[src/rtl/inport_debouncer.sv]
// -----------------------------------------------------------------------------
// inport_debouncer
//
// Purpose:
//    Turns the raw DE0-CV slide switches into a clean 32-bit value for the
//    datapath input port. The switch lines are first synchronised with two
//    flops. A settle counter then watches the synchronised value. A new value
//    is committed to out_inport only after it has stayed unchanged for
//    DEBOUNCE_CYCLES consecutive cycles. out_ready flags a committed value that
//    the control unit has not read yet.
//
// Parameters:
//    DATA_WIDTH       number of switch lines. The committed value is
//                     zero-extended to 32 bits.
//    DEBOUNCE_CYCLES  number of stable cycles needed before a commit. The
//                     legal range is 1..65535.
//    CNT_WIDTH        width of the settle counter. It must hold
//                     DEBOUNCE_CYCLES-1.
//
// Ports:
//    clk             system clock. All state changes on the rising edge.
//    reset           asynchronous, active-high reset.
//    in_switch       raw, asynchronous switch levels.
//    in_inport_read  read strobe from the control unit. It clears out_ready.
//    out_inport      committed value, {zeros, data}.
//    out_ready       a committed value has not been read yet.
//    out_overrun     a commit overwrote a value that was never read.
//
// Build option:
//    INPORT_OVERRUN_EN  When this macro is defined, the sticky overrun flag is
//                       built. When it is not defined, out_overrun is tied to 0.
// -----------------------------------------------------------------------------
module inport_debouncer #(
   parameter int DATA_WIDTH      = 8,
   parameter int DEBOUNCE_CYCLES = 16,
   parameter int CNT_WIDTH       = 16
) (
   input  logic                  clk,
   input  logic                  reset,
   input  logic [DATA_WIDTH-1:0] in_switch,
   input  logic                  in_inport_read,
   output logic [31:0]           out_inport,
   output logic                  out_ready,
   output logic                  out_overrun
);

   typedef enum logic {
      STABLE = 1'b0,
      SETTLE = 1'b1
   } state_t;

   // This is the counter value on the last cycle of the settle period.
   localparam logic [CNT_WIDTH-1:0] CNT_LAST = CNT_WIDTH'(DEBOUNCE_CYCLES - 1);

   logic [DATA_WIDTH-1:0] sync1_q;
   logic [DATA_WIDTH-1:0] sync2_q;
   logic [DATA_WIDTH-1:0] cand_q;
   logic [DATA_WIDTH-1:0] data_q;
   logic [CNT_WIDTH-1:0]  cnt_q;
   state_t                state_q;
   logic                  ready_q;

   logic changed;
   logic settle_done;
   logic commit;

   // Two-flop synchroniser. sync1_q feeds only sync2_q. This gives the first
   // flop a full cycle to resolve metastability.
   always_ff @(posedge clk or posedge reset) begin
      if (reset) begin
         sync1_q <= '0;
         sync2_q <= '0;
      end else begin
         sync1_q <= in_switch;
         sync2_q <= sync1_q;
      end
   end

   // settle_done marks the final cycle of an uninterrupted settle period.
   // commit is asserted only if the settled value differs from the committed
   // one. A bounce that returns to the old value therefore settles silently.
   always_comb begin
      changed     = (sync2_q != cand_q);
      settle_done = !changed && (state_q == SETTLE) && (cnt_q == CNT_LAST);
      commit      = settle_done && (cand_q != data_q);
   end

   // Debounce FSM. Any change on the synchronised value restarts the settle
   // period, whatever the current state. The counter never runs past
   // CNT_LAST, because the FSM leaves SETTLE on that cycle.
   always_ff @(posedge clk or posedge reset) begin
      if (reset) begin
         cand_q  <= '0;
         data_q  <= '0;
         cnt_q   <= '0;
         state_q <= STABLE;
         ready_q <= 1'b0;
      end else begin
         if (changed) begin
            cand_q  <= sync2_q;
            cnt_q   <= '0;
            state_q <= SETTLE;
         end else if (settle_done) begin
            state_q <= STABLE;
            if (commit) begin
               data_q <= cand_q;
            end
         end else if (state_q == SETTLE) begin
            cnt_q <= cnt_q + 1'b1;
         end

         // A commit in the same cycle as a read wins. The new value has not
         // been seen by the control unit yet.
         if (commit) begin
            ready_q <= 1'b1;
         end else if (in_inport_read) begin
            ready_q <= 1'b0;
         end
      end
   end

   // Zero-extend the committed value onto the 32-bit port.
   for (genvar gi = 0; gi < 32; gi++) begin : g_out
      if (gi < DATA_WIDTH) begin : g_data
         assign out_inport[gi] = data_q[gi];
      end else begin : g_zero
         assign out_inport[gi] = 1'b0;
      end
   end

   assign out_ready = ready_q;

`ifdef INPORT_OVERRUN_EN
   logic overrun_q;

   // The flag is set when a commit lands on an unread value. It stays set
   // until the next read. A read in the commit cycle consumes the old value,
   // so that case is not an overrun.
   always_ff @(posedge clk or posedge reset) begin
      if (reset) begin
         overrun_q <= 1'b0;
      end else if (commit && ready_q && !in_inport_read) begin
         overrun_q <= 1'b1;
      end else if (in_inport_read) begin
         overrun_q <= 1'b0;
      end
   end

   assign out_overrun = overrun_q;
`else
   assign out_overrun = 1'b0;
`endif

endmodule

[config.mk]
export PLATFORM = sky130hd
export DESIGN_NAME = inport_debouncer
export DESIGN_NICKNAME = d
export VERILOG_FILES = /design/src/rtl/inport_debouncer.sv
export SDC_FILE = /design/constraint.sdc
export NUM_CORES = 1
export LEC_CHECK = 0
export BUFFER_PORTS_ARGS = -buffer_cell sky130_fd_sc_hd__buf_4
export CAP_MARGIN = 20
export CORE_MARGIN = 4
export CORE_UTILIZATION = 35
export CTS_CLUSTER_DIAMETER = 80
export DETAILED_ROUTE_END_ITERATION = 6
export SLEW_MARGIN = 5
export SYNTH_ARGS = -nofsm -noshare
export SYNTH_HDL_FRONTEND = slang
export SYNTH_SLANG_ARGS = --single-unit
[constraint.sdc]
create_clock -name clk -period 1.7 [get_ports clk]
set_input_delay 0.17 -clock clk [delete_from_list [all_inputs] [get_ports clk]]
set_output_delay 0.17 -clock clk [all_outputs]
set_load 0.01 [all_outputs]
==> impl_results.md <==
* Final setup margin at -0.113 ns
* Peak supply drop at between 0.3 and 0.4 mV
* Dominant synthesized flop cell: dfrtp_1
* Num CTS Buffers at 5
* Largest family of logic cells by synthesized area: simple AND/OR/NAND/NOR gates
* Total wire length at between 4000 and 5000 um
* Fin. Hold Viols at 0
* Core Util, Final at between 50% and 60%
* Dpl cells at just over 300
* CORE AREA at a little over 6000 um2
* Skew-Pair Late Insertion Delay at 0.31 ns
* XOR/XNOR Fraction of Synth Area at a little under an eighth
* Proportion of layout cells with a drive suffix above 1 at a little over two fifths
* Register area share after synthesis at between 50% and 60%
* Cell family with most CP delay: simple AND/OR/NAND/NOR gates
* Total chip power at roughly 2.1 mW
* IO buf count at 19
* Via density at about 4.4
* Failing checks: setup timing
* Mapped Cells at around 190
* DPL Wire Length at 2930 um
* Row count at 28
* Placer Congestion at approximately 0.73
* # H-tree levels at 2
* Reg clk slew, reported paths at between 0.1 and 0.15 ns
* Leading area contributor after synthesis: dfrtp_1
* Die extent in x at 88.0 um
* Startpoint Class: register
* I/O Pins at 45
* CP Capture Type: register
* Post-synthesis mux area share at under 10%
* Run status: finished, violations left
* Final Max Slew Viols at 0
* RSZ-0062 raised after global routing: true
* Simple-gate area share of the yosys netlist at 14.9%
* Leakage at between 1 and 1.5 nW
* Crit path kind: reg2reg
* Area growth, synth to finish at 39.4%
* Die height at around 88 um
* Fin nets at roughly 270
* ANT nets after route at 0
* Worst path slowest cell: dfrtp_1
* Post-DR wirelength/cell at 13.0 um
* CP Buf/Inv Count at 1
* Antenna violations before repair at 0
* Register bit total from synthesis at 50
* DIE AREA at 7750 um2
* Adder-Cell Fraction of Synth Area at 0.558%
* DRC Markers at 0
* Crit path time final at approximately 1.8 ns
* Sum Neg Setup Slack at -1.05 ns
* Critical Path, Cell by Cell: xor2_1, nor4_2, nand2_1, nor2_4, buf_12, mux2_4
* Synth top cells by count: dfrtp_1, buf_4, xnor2_1
* First-pass GRT wire length at 7070 um
* Iter 0 DRT Violations at between 40 and 50
* Synth area leaders: dfrtp_1, buf_4, xnor2_1, xor2_1, mux2_1
* Synthesized area at roughly 2200 um2
* Worst EP arrival at ~2.0 ns
* CTS tree: built
* Clock Path Buffers at 2
* Placed cell area at around 2700 um2
* Clock Skews at around 0.013 ns
* Total grt overflow at 0
* Most frequent cell after synthesis: dfrtp_1
* Pwr/cell area at between 600 and 700 nW/um2
* Design area at about 3100 um2
* Clock Sinks at 50
* Detailed Routing Iterations Pass 1 at 2
* Ys async rst share at 100%
* Mapped Avg Cell Area at between 10 and 15 um2
* Synth Area in Compound Gates at between 1.5 and 2%
* Cell at the root of the clock tree: clkbuf_8
* Worst EP required at 1.89 ns
* Antenna Cells at 0
* Starting Density at between 30% and 40%
* Total global-route track usage at a little under an eighth
* Vias at roughly 1500
* Slowest stage delay, CP at ~0.40 ns
* Number of max-cap violations at 0
* Finished Layout Cells at roughly 330
* Post-synth EDFFs at 0
* Worst-path fanout max at 8
* Synth warn at 0
* Crit share post-route at 107%
* Fmax at approximately 550 MHz
* Vias in the first global route at 1534
* Final setup violation count at 15
* Synth cell types at 34
* Hold Path Class: in2reg
* Largest net degree at the start of global routing at 35
* Area share of the largest cell type after synthesis at a little under three fifths
## power breakdown
| group | total (mW) | internal (mW) | switching (mW) | leakage, nW |
|---|---|---|---|---|
| Combinational | 0.142 | 0.0648 | 0.0772 | 0.687 |
| Clock | 0.728 | 0.305 | 0.423 | 0.0502 |
| Sequential | 1.23 | 1.22 | 0.0166 | 0.637 |
| Total | 2.10 | 1.59 | 0.517 | 1.37 |
## cells by family (layout without fill, tap and decap cells)
kind of cell,count (synthesis),in the layout
AO/OA/AOI/OAI,5,5
XOR/XNOR,29,29
adder cells (fa/ha/maj),1,1
buffers and inverters,38,84
flip-flops,50,50
multiplexers,9,9
other,1,25
AND/OR/NAND/NOR,55,55
## final timing paths
| kind | start | endpoint | slack (ns) | cells after the start |
|---|---|---|---|---|
| max | sync2_q[5]$_DFF_PP0_ | data_q[2]$_DFFE_PP0P_ | -0.11 | 6 |
| min | in_inport_read | out_ready$_DFFE_PP0P_ | 0.05 | 2 |
| max reg2reg | sync2_q[5]$_DFF_PP0_ | data_q[2]$_DFFE_PP0P_ | -0.11 | 6 |
| min reg2reg | sync1_q[4]$_DFF_PP0_ | sync2_q[4]$_DFF_PP0_ | 0.36 | 0 |
| max in group asynchronous | reset | cand_q[7]$_DFFE_PP0P_ | 0.78 | 4 |
| min in group asynchronous | reset | sync1_q[0]$_DFF_PP0_ | 0.40 | 3 |
## flip-flops by register name, indices dropped and copies added (netlist names)
signal / cells
cnt_q: 16
sync1_q: 8
cand_q: 8
sync2_q: 8
data_q: 8
out_ready: 1
state_q: 1
## cells in the final DEF (no fill, tap or decap), drive strengths merged, types with 2 or more instances in the layout
master       count
nand2            5
xnor2           18
xor2            11
mux2             8
nand3            4
buf             65
conb            25
dfrtp           50
dlygate4sd3      9
nor3             6
inv              3
clkinv           2
nor4             6
nor4b            3
nor2            17
nand4            5
a21oi            2
clkbuf           5
nor3b            2
## per-layer routing
layer / track usage (%) / wire, um / vias to the layer above
met5: 0 / 0 / -
met4: 4.40 / 65 / 0
met3: 3.10 / 188 / 7
met2: 20.1 / 2260 / 27
met1: 14.8 / 1810 / 729
li1: - / - / 716
## layout make-up
| type | instances | area [um2] |
|---|---|---|
| multi-input combinational | 124 | 1050 |
| timing repair buffer | 74 | 626 |
| inverter | 2 | 7.51 |
| tap | 75 | 93.8 |
| clock buffer | 5 | 68.8 |
| fill | 543 | 2940 |
| clock inverter | 3 | 28.8 |
| sequential | 50 | 1250 |
## metrics by stage
stage / hold WS [ns] / setup WS [ns]
after global routing: 0.0473 / -0.194
after detailed placement: 0.198 / -0.203
final: 0.0454 / -0.113
after floorplan: 0.201 / -0.136
after global placement: 0.200 / -0.166
after CTS: 0.0361 / -0.111
## timing repair
action | in CTS | in global routing
endpoints found under the setup margin | 22 | 26
resized for setup | 18 | 18
hold buffers | 9 | 0
pin swaps | 11 | 14
buffers inserted | 5 | 9
endpoints found under the hold margin | 24 | 0
Note: power is estimated with default switching activity, not from simulation.
